File: src/rtl/cpu_alu_seq_if.sv
// Operand/result bundle between the CPU control FSM (master) and the registered ALU (slave).
// The state of the ALU's FSM is visible on dbg_state.
interface cpu_alu_seq_if #(
    parameter int WIDTH = 8
);
    logic             start;
    logic [3:0]       op;
    logic [WIDTH-1:0] A;
    logic [WIDTH-1:0] B;
    logic             carry_in;
    logic             decimal;
    logic             busy;
    logic             done;
    logic [WIDTH-1:0] out;
    logic             flag_n;
    logic             flag_v;
    logic             flag_z;
    logic             flag_c;
    logic [1:0]       dbg_state;

    modport master (
        output start, op, A, B, carry_in, decimal,
        input  busy, done, out, flag_n, flag_v, flag_z, flag_c, dbg_state
    );

    modport slave (
        input  start, op, A, B, carry_in, decimal,
        output busy, done, out, flag_n, flag_v, flag_z, flag_c, dbg_state
    );
endinterface

File: src/rtl/cpu_alu_seq.sv
// Registered 6502 ALU: binary ops finish in one cycle, and decimal ADC/SBC takes one BCD digit per cycle.
// Flags N/Z follow every result; C and V are held by the ops that do not define them.
module cpu_alu_seq #(
    parameter int WIDTH  = 8,
    parameter int DIGITS = WIDTH / 4
) (
    input logic          clk,
    input logic          rst_n,
    cpu_alu_seq_if.slave bus
);
    localparam int DW = (DIGITS > 1) ? $clog2(DIGITS) : 1;

    localparam logic [3:0] OP_ADD = 4'd1;
    localparam logic [3:0] OP_SUB = 4'd2;
    localparam logic [3:0] OP_INC = 4'd3;
    localparam logic [3:0] OP_DEC = 4'd4;
    localparam logic [3:0] OP_AND = 4'd5;
    localparam logic [3:0] OP_OR  = 4'd6;
    localparam logic [3:0] OP_EOR = 4'd7;
    localparam logic [3:0] OP_ASL = 4'd8;
    localparam logic [3:0] OP_LSR = 4'd9;
    localparam logic [3:0] OP_ROL = 4'd10;
    localparam logic [3:0] OP_ROR = 4'd11;

    typedef enum logic [1:0] {S_IDLE = 2'd0, S_BIN = 2'd1, S_DEC = 2'd2} state_t;

    state_t           state;
    logic [3:0]       op_q;
    logic [WIDTH-1:0] a_q, b_q;
    logic             cin_q;
    logic [DW-1:0]    dig_q;
    logic             c_q;      // decimal chain: carry for ADD, not-borrow for SUB
    logic             busy_r, done_r;
    logic [WIDTH-1:0] out_r;
    logic             fn, fv, fz, fc;

    logic [WIDTH:0]   sum, diff;
    logic             v_add, v_sub;
    logic [WIDTH-1:0] bin_res;
    logic             bin_c, bin_v;
    logic [3:0]       a_d, b_d, dig;
    logic [4:0]       dsum;
    logic [5:0]       ddiff;
    logic             dig_c;
    logic [WIDTH-1:0] dec_res;

    always_comb begin
        sum   = {1'b0, a_q} + {1'b0, b_q} + {{WIDTH{1'b0}}, cin_q};
        diff  = {1'b0, a_q} - {1'b0, b_q} - {{WIDTH{1'b0}}, ~cin_q};
        v_add = (a_q[WIDTH-1] == b_q[WIDTH-1]) && (sum[WIDTH-1] != a_q[WIDTH-1]);
        v_sub = (a_q[WIDTH-1] != b_q[WIDTH-1]) && (diff[WIDTH-1] != a_q[WIDTH-1]);
    end

    always_comb begin
        bin_res = a_q;
        bin_c   = fc;
        bin_v   = fv;
        case (op_q)
            OP_ADD: begin bin_res = sum[WIDTH-1:0];  bin_c = sum[WIDTH];   bin_v = v_add; end
            OP_SUB: begin bin_res = diff[WIDTH-1:0]; bin_c = ~diff[WIDTH]; bin_v = v_sub; end
            OP_INC: bin_res = a_q + WIDTH'(1);
            OP_DEC: bin_res = a_q - WIDTH'(1);
            OP_AND: bin_res = a_q & b_q;
            OP_OR:  bin_res = a_q | b_q;
            OP_EOR: bin_res = a_q ^ b_q;
            OP_ASL: begin bin_res = {a_q[WIDTH-2:0], 1'b0};  bin_c = a_q[WIDTH-1]; end
            OP_LSR: begin bin_res = {1'b0, a_q[WIDTH-1:1]};  bin_c = a_q[0];       end
            OP_ROL: begin bin_res = {a_q[WIDTH-2:0], cin_q}; bin_c = a_q[WIDTH-1]; end
            OP_ROR: begin bin_res = {cin_q, a_q[WIDTH-1:1]}; bin_c = a_q[0];       end
            default: bin_res = a_q;
        endcase
    end

    // One BCD digit per cycle; the result is built in place on out_r, so partial digits are visible.
    always_comb begin
        a_d   = a_q[dig_q*4 +: 4];
        b_d   = b_q[dig_q*4 +: 4];
        dsum  = {1'b0, a_d} + {1'b0, b_d} + {4'b0000, c_q};
        ddiff = {2'b00, a_d} - {2'b00, b_d} - {5'b00000, ~c_q};
        dig   = dsum[3:0];
        dig_c = 1'b0;
        if (op_q == OP_ADD) begin
            if (dsum > 5'd9) begin
                dig   = dsum[3:0] + 4'd6;
                dig_c = 1'b1;
            end
        end else if (ddiff[5]) begin
            dig   = ddiff[3:0] + 4'd10;
            dig_c = 1'b0;
        end else begin
            dig   = ddiff[3:0];
            dig_c = 1'b1;
        end
        dec_res = out_r;
        dec_res[dig_q*4 +: 4] = dig;
    end

    // start is taken only while busy=0 (including the done cycle); done pulses once per accepted start.
    always_ff @(posedge clk) begin
        if (!rst_n) begin
            state  <= S_IDLE;
            op_q   <= '0;
            a_q    <= '0;
            b_q    <= '0;
            cin_q  <= 1'b0;
            dig_q  <= '0;
            c_q    <= 1'b0;
            busy_r <= 1'b0;
            done_r <= 1'b0;
            out_r  <= '0;
            fn     <= 1'b0;
            fv     <= 1'b0;
            fz     <= 1'b0;
            fc     <= 1'b0;
        end else begin
            done_r <= 1'b0;
            case (state)
                S_IDLE: begin
                    if (bus.start) begin
                        op_q   <= bus.op;
                        a_q    <= bus.A;
                        b_q    <= bus.B;
                        cin_q  <= bus.carry_in;
                        c_q    <= bus.carry_in;
                        dig_q  <= '0;
                        busy_r <= 1'b1;
                        if (bus.decimal && (bus.op == OP_ADD || bus.op == OP_SUB))
                            state <= S_DEC;
                        else
                            state <= S_BIN;
                    end
                end
                S_BIN: begin
                    out_r  <= bin_res;
                    fn     <= bin_res[WIDTH-1];
                    fz     <= (bin_res == '0);
                    fc     <= bin_c;
                    fv     <= bin_v;
                    done_r <= 1'b1;
                    busy_r <= 1'b0;
                    state  <= S_IDLE;
                end
                S_DEC: begin
                    out_r <= dec_res;
                    c_q   <= dig_c;
                    dig_q <= dig_q + 1'b1;
                    if (dig_q == DW'(DIGITS - 1)) begin
                        fn     <= dec_res[WIDTH-1];
                        fz     <= (dec_res == '0);
                        fc     <= dig_c;
                        fv     <= (op_q == OP_ADD) ? v_add : v_sub;
                        done_r <= 1'b1;
                        busy_r <= 1'b0;
                        state  <= S_IDLE;
                    end
                end
                default: state <= S_IDLE;
            endcase
        end
    end

    assign bus.busy      = busy_r;
    assign bus.done      = done_r;
    assign bus.out       = out_r;
    assign bus.flag_n    = fn;
    assign bus.flag_v    = fv;
    assign bus.flag_z    = fz;
    assign bus.flag_c    = fc;
    assign bus.dbg_state = state;
endmodule

File: src/flat_wrapper.sv
// flat-port wrapper written by rule: the top's interface ports become plain ports
module cpu_alu_seq_flat 
#(
    parameter int WIDTH  = 8,
    parameter int DIGITS = WIDTH / 4
)
  (clk, rst_n, bus_start, bus_op, bus_A, bus_B, bus_carry_in, bus_decimal, bus_busy, bus_done, bus_out, bus_flag_n, bus_flag_v, bus_flag_z, bus_flag_c, bus_dbg_state);
  cpu_alu_seq_if #(.WIDTH(WIDTH)) bus_i ();
  input logic clk;
  input logic rst_n;
  input wire logic [$bits(bus_i.start)-1:0] bus_start;
  input wire logic [$bits(bus_i.op)-1:0] bus_op;
  input wire logic [$bits(bus_i.A)-1:0] bus_A;
  input wire logic [$bits(bus_i.B)-1:0] bus_B;
  input wire logic [$bits(bus_i.carry_in)-1:0] bus_carry_in;
  input wire logic [$bits(bus_i.decimal)-1:0] bus_decimal;
  output wire logic [$bits(bus_i.busy)-1:0] bus_busy;
  output wire logic [$bits(bus_i.done)-1:0] bus_done;
  output wire logic [$bits(bus_i.out)-1:0] bus_out;
  output wire logic [$bits(bus_i.flag_n)-1:0] bus_flag_n;
  output wire logic [$bits(bus_i.flag_v)-1:0] bus_flag_v;
  output wire logic [$bits(bus_i.flag_z)-1:0] bus_flag_z;
  output wire logic [$bits(bus_i.flag_c)-1:0] bus_flag_c;
  output wire logic [$bits(bus_i.dbg_state)-1:0] bus_dbg_state;
  assign bus_i.start = bus_start;
  assign bus_i.op = bus_op;
  assign bus_i.A = bus_A;
  assign bus_i.B = bus_B;
  assign bus_i.carry_in = bus_carry_in;
  assign bus_i.decimal = bus_decimal;
  assign bus_busy = bus_i.busy;
  assign bus_done = bus_i.done;
  assign bus_out = bus_i.out;
  assign bus_flag_n = bus_i.flag_n;
  assign bus_flag_v = bus_i.flag_v;
  assign bus_flag_z = bus_i.flag_z;
  assign bus_flag_c = bus_i.flag_c;
  assign bus_dbg_state = bus_i.dbg_state;
  cpu_alu_seq #(.WIDTH(WIDTH), .DIGITS(DIGITS)) u_core (.clk(clk), .rst_n(rst_n), .bus(bus_i));
endmodule
File: config.mk
export PLATFORM = sky130hd
export DESIGN_NAME = cpu_alu_seq_flat
export DESIGN_NICKNAME = d
export VERILOG_FILES = /design/src/rtl/cpu_alu_seq_if.sv /design/src/rtl/cpu_alu_seq.sv /design/src/flat_wrapper.sv
export SDC_FILE = /design/constraint.sdc
export NUM_CORES = 1
export LEC_CHECK = 0
export CORE_MARGIN = 4
export CORE_UTILIZATION = 29
export DETAILED_ROUTE_END_ITERATION = 10
export GPL_ROUTABILITY_DRIVEN = 0
export PLACE_DENSITY = 0.57
export RECOVER_POWER = 50
export SETUP_SLACK_MARGIN = 0.15
export SLEW_MARGIN = 25
export SYNTH_ARGS = -nofsm -noshare
export SYNTH_HDL_FRONTEND = slang
export SYNTH_SLANG_ARGS = --single-unit
File: constraint.sdc
create_clock -name clk -period 9.75 [get_ports clk]
set_input_delay 2.4375 -clock clk [delete_from_list [all_inputs] [get_ports clk]]
set_output_delay 2.4375 -clock clk [all_outputs]
set_load 0.01 [all_outputs]
==> Word-level counts from Yosys, hierarchy flattened <==
Index checks and enable logic that the tools add are counted.
{ "word_totals": {"regBits": 39, "word_cells": 114, "input_bits": 25, "out_inout_bits": 16} }
{ "op_classes": {"n_lt_le_gt_ge": 1, "addsub": 14, "n_eq_ne": 23, "n_reduce_logical": 19, "shift": 4, "bitwise_logic": 6, "n_mux": 33} }
{ "op_table": {"columns": ["op", "n"], "rows": [
  ["$pmux W8 S11", 1],
  ["$neg A3 Y34", 1],
  ["$shift A4 B34 Y8 const A", 1],
  ["$shiftx A4 B34 Y8", 1],
  ["$eq A4 B3 Y1 const B", 4],
  ["$eq A4 B4 Y1 const B", 4],
  ["$logic_not A8 Y1", 2],
  ["$pmux W1 S2", 8],
  ["$pmux W8 S2", 1],
  ["$shiftx A8 B4 Y4", 2],
  ["$mux W1", 13],
  ["$eq A4 B2 Y1 const B", 3],
  ["$mux W4", 3],
  ["$add A8 B8 Y9", 1],
  ["$add A9 B1 Y9", 1],
  ["$reduce_and A3 Y1", 3],
  ["$sub A8 B8 Y9", 1],
  ["$sub A9 B1 Y9", 1],
  ["$add A8 B1 Y8 const B", 1],
  ["$and A8 B8 Y8", 1],
  ["$bwmux W8", 1],
  ["$eq A4 B1 Y1 const B", 2],
  ["$or A8 B8 Y8", 1],
  ["$reduce_and A2 Y1", 4],
  ["other kinds (29)", 39]
]} }

==> Logic depth before layout (Yosys ltp) <==
{ "logic_depth": {"depth_word": 11, "ltp_mapped": 18, "ltp_nobuf": 16} }

==> Worst setup path before layout <==
OpenSTA, ideal clock, no wires.
{ "synth_timing": {"kind": "register to register", "start": "register u_core.dig_q", "end": "register u_core.out_r[7], in the netlist u_core.bus.out[7]", "arrival_time_ns": 3.640, "synth_period_minus_slack_ns": 3.697, "stages_incl_launch_ff": 19, "setup_slack_ns": 6.053, "path_buffers": 2, "path_cell_list": "dfxtp_1 clkbuf_1 clkbuf_1 nand2_1 o21ai_0 ha_1 inv_1 fa_1 inv_1 ha_1 xor2_1 ha_1 a211oi_1 mux2i_1 mux2i_1 nor2_1 or2_2 a211oi_1 a21o_1"} }
{ "synth_via": {"elab_chain_len": 9, "word_cells_on_any_way": 17, "cone_classes": "add/sub (7); order compare (1); shift (4); mux (5)"} }
{ "synth_rtl": {"columns": ["element", "line_no", "source"], "rows": [
  ["from (decl)", "cpu_alu_seq.sv:31", "logic [DW-1:0] dig_q;"],
  ["from (signal assigned)", "cpu_alu_seq.sv:146", "dig_q <= dig_q + 1'b1;"],
  ["$shiftx A8 B4 Y4, on equally long branches", "cpu_alu_seq.sv:76, cpu_alu_seq.sv:77", null],
  ["$sub A4 B4 Y5 or $add A4 B4 Y5 (tied branches)", "cpu_alu_seq.sv:79, cpu_alu_seq.sv:78", null],
  ["$sub A6 B1 Y6 or $add A5 B1 Y5 (tied branches)", "cpu_alu_seq.sv:79, cpu_alu_seq.sv:78", null],
  ["$add A4 B4 Y4, or another cell as far along", "cpu_alu_seq.sv:88", "dig = ddiff[3:0] + 4'd10;"],
  ["$mux W4, on equally long branches", "cpu_alu_seq.sv:87, cpu_alu_seq.sv:83", null],
  ["$mux W4", "cpu_alu_seq.sv:82", "if (op_q == OP_ADD) begin"],
  ["$shiftx A4 B34 Y8", "cpu_alu_seq.sv:95", "dec_res[dig_q*4 +: 4] = dig;"],
  ["$bwmux W8 *", "cpu_alu_seq.sv:95", null],
  ["$pmux W8 S2 *", "cpu_alu_seq.sv:117", "case (state)"],
  ["to (signal assigned)", "cpu_alu_seq.sv:134", "out_r <= bin_res;"],
  ["to (signal assigned)", "cpu_alu_seq.sv:144", "out_r <= dec_res;"],
  ["to (decl)", "cpu_alu_seq.sv:34", "logic [WIDTH-1:0] out_r;"]
]} }
Every way passes the cells marked *; elsewhere a longest branch is shown, timed or not.
A chain may end at the register's enable or synchronous reset.

==> impl_metrics.toml <==
[status]
status = "finished with violations"
violations = "capacitance limit, slew limit"

[floorplan]
io_pins = 41
core_area_um2 = 14600
num_rows = 44
die_area_um2 = 17100
die_h_um = 131
fp.dieW_um = 131
start_util_pct = 29.8

[timing]
worst_slack_ps = 4720
max_slew.worst_pin.slew_ps = 1570
clock_skew_ps = 13.5
max_freq_ghz = 0.199
setup_viol_count_final = 0
rsz0062_at_grt = "no"
period_minus_slack_ps = 5030
finalCritPeriodShare_pct = 51.6
report.final.slew_viol_count = 41
timing_hold_violations_final = 0
slew_headroom_pct = -4.74
tns_ps = 0

[critical_path]
worstPathArrival_ps = 5270
startpoint_type = "primary input"
reg2reg_depth = 14
startpoint = "rst_n"
endpoint = "u_core.bus.flag_z$_SDFFE_PN0P_"
cp_max_fo = 40
cp-end-kind = "flop"
r2r-end = "u_core.bus.out[7]$_SDFFE_PN0N_"
rr_startpoint = "u_core.a_q[1]$_SDFFE_PN0P_"
r2r_slack_ps = 5450
required_ps = 10000
critPathKind = "primary input to flop"

[routing]
drtPass1Iterations = 5
viasPerCell = 5.48
drt_iter0_markers = 312
drc_errors = 0
drt-total-wl_um = 13200
wl_per_cell_um = 16.7
antenna_left = 0
num_vias = 4312

[cts]
worstSkewPairLatency_ps = 300
cts_resized = 0
cts_hold_buf = 0
cts_tree = "yes"
post_cts_buffers = 0
clk_pin_slew_ps = 70
cts_made_buffers = 5
cts_max_path_buffers = 2
h-tree-depth = 2
cts_sinks = 39
cts_root_buf = "clkbuf_16"

[synth]
yosysMostFrequentCell = "nand2_1"
synth_ff_type = "dfxtp_1"
ys_types = 65
synthArstFlopShare_pct = 0
synth_area_leader_cell = "dfxtp_1"
ys_seq_area_share_pct = 17.9
synthTopCellsByArea = "dfxtp_1, ha_1, nand2_1"
synth_nets = 668
yosys_warnings = 0
synth_seq_cells = 39
synthTopCellsByCount = "nand2_1, ha_1, inv_1"
netlist_instances = 590
synth.avg_cell_area_um2 = 7.40
synth_top_cell_area_share_pct = 17.9
synth_edf_count = 0
synth_area_um2 = 4370

[power_and_ir_drop]
irDropWorstVdd_mv = 0.0794
p_int_uw = 392
power.switching_uw = 263
p_clk_share_pct = 26.9
p_comb_share_pct = 44.6
p_per_area_nw_per_um2 = 130
p_sw_share_pct = 40.1
leakage_uw = 0.00199
pwr-share-seq_pct = 28.4

[place]
io_buffers = 40
pre_cts_slack_ps = 5520
numPlacedInstances = 779
dp_hpwl_um = 9850

[global_route]
grt_max_degree = 41
grt.total_usage_pct = 15.7
grt_pass1_wl_um = 21600
grt_pass1_vias = 4126
overflow = 0
antenna_found_initial = 0

[cells_and_area]
finalNonFillerCells = 787
diodes = 0
finalNetCount = 680
area_delta_synth_final_pct = 15.1
utilization_pct = 34.3
drive_gt1_share_pct = 5.97

[run]
maxCapViolations = 1

[worst_hold_path]
hp-class = "flop to flop"
## layout make-up
type | instances | area, um2
fillers | 1589 | 9620
clock buffers | 5 | 125
flip-flops and latches | 39 | 781
multi-input cells | 467 | 3260
clock inverters | 3 | 23.8
well taps | 184 | 230
inverters | 41 | 154
repair buffers | 48 | 457
## registers in the layout (all words and copies together), names as in the netlist
register,count
u_core.bus.flag_c,1
u_core.bus.flag_z,1
u_core.op_q,4
u_core.b_q,8
u_core.bus.flag_n,1
u_core.bus.dbg_state,2
u_core.bus.out,8
u_core.dig_q,1
u_core.bus.busy,1
u_core.a_q,8
u_core.bus.done,1
u_core.bus.flag_v,1
u_core.cin_q,1
u_core.c_q,1
## layer usage
| metal | GRT usage, % | up-vias | routed length (um) |
|---|---|---|---|
| li1 | - | 2107 | - |
| met1 | 21.0 | 2050 | 5960 |
| met2 | 26.4 | 133 | 6240 |
| met3 | 2.44 | 22 | 688 |
| met4 | 4.42 | 0 | 290 |
| met5 | 0 | - | 0 |
## stage by stage
| step | power (uW) | cell area [um2] | hold slack (ps) |
|---|---|---|---|
| finish | 655 | 5030 | 493 |
| global route | 698 | 5030 | 524 |
| CTS | 658 | 5030 | 506 |
| detailed placement | 480 | 4880 | 490 |
| global placement | 475 | 4880 | 487 |
| floorplan | 396 | 4370 | 461 |
## how the worst min path moves through the flow
stage	startpoint	end	slack [ps]	depth (start not counted)
final	u_core.bus.busy$_SDFFE_PN0P_	u_core.bus.busy$_SDFFE_PN0P_	490	1
after detailed placement	u_core.bus.busy$_SDFFE_PN0P_	u_core.bus.busy$_SDFFE_PN0P_	490	1
after global placement	u_core.bus.busy$_SDFFE_PN0P_	u_core.bus.busy$_SDFFE_PN0P_	490	1
after global routing	u_core.bus.busy$_SDFFE_PN0P_	u_core.bus.busy$_SDFFE_PN0P_	520	1
after CTS	u_core.bus.busy$_SDFFE_PN0P_	u_core.bus.busy$_SDFFE_PN0P_	510	1
after floorplan	u_core.b_q[1]$_SDFFE_PN0P_	u_core.b_q[1]$_SDFFE_PN0P_	460	2
## worst max-delay path, stage by stage
cell           delay, ps
dlygate4sd3_1        520
clkbuf_1            1130
o21ai_0              390
nor4_1               320
o21ai_0              130
o31ai_1              210
a31o_2               140
## cell families (layout without fill, tap and decap cells)
| logic type | Yosys count | after routing | share of synthesized area, % |
|---|---|---|---|
| simple gates | 208 | 208 | 24.3 |
| mux | 12 | 12 | 2.89 |
| xor+xnor | 21 | 21 | 4.21 |
| flops | 39 | 39 | 17.9 |
| fa+ha+maj | 53 | 53 | 16.4 |
| buf+inv | 84 | 97 | 7.56 |
| compound gates | 173 | 173 | 26.8 |
## placed cells by master (no fill, tap or decap), types with 10 or more instances in the layout
cell type        count
nand2_1             86
ha_1                46
inv_1               41
dfxtp_1             39
a21oi_1             36
o21ai_0             33
nor2_1              28
a21boi_0            23
clkdlybuf4s50_1     23
dlygate4sd3_1       17
nand2b_1            15
xnor2_1             13
nand3_1             13
o22ai_1             13
nor2b_1             10
a211oi_1            10
## power by group through the flow
stage / clock [uW] / sequential, uW / combinational [uW]
after floorplan: 0 / 186 / 210
after global placement: 0 / 190 / 285
after detailed placement: 0 / 190 / 290
after CTS: 179 / 187 / 293
after global routing: 184 / 188 / 326
final: 177 / 186 / 292
No activity file was read; power rests on OpenSTA's default activity.
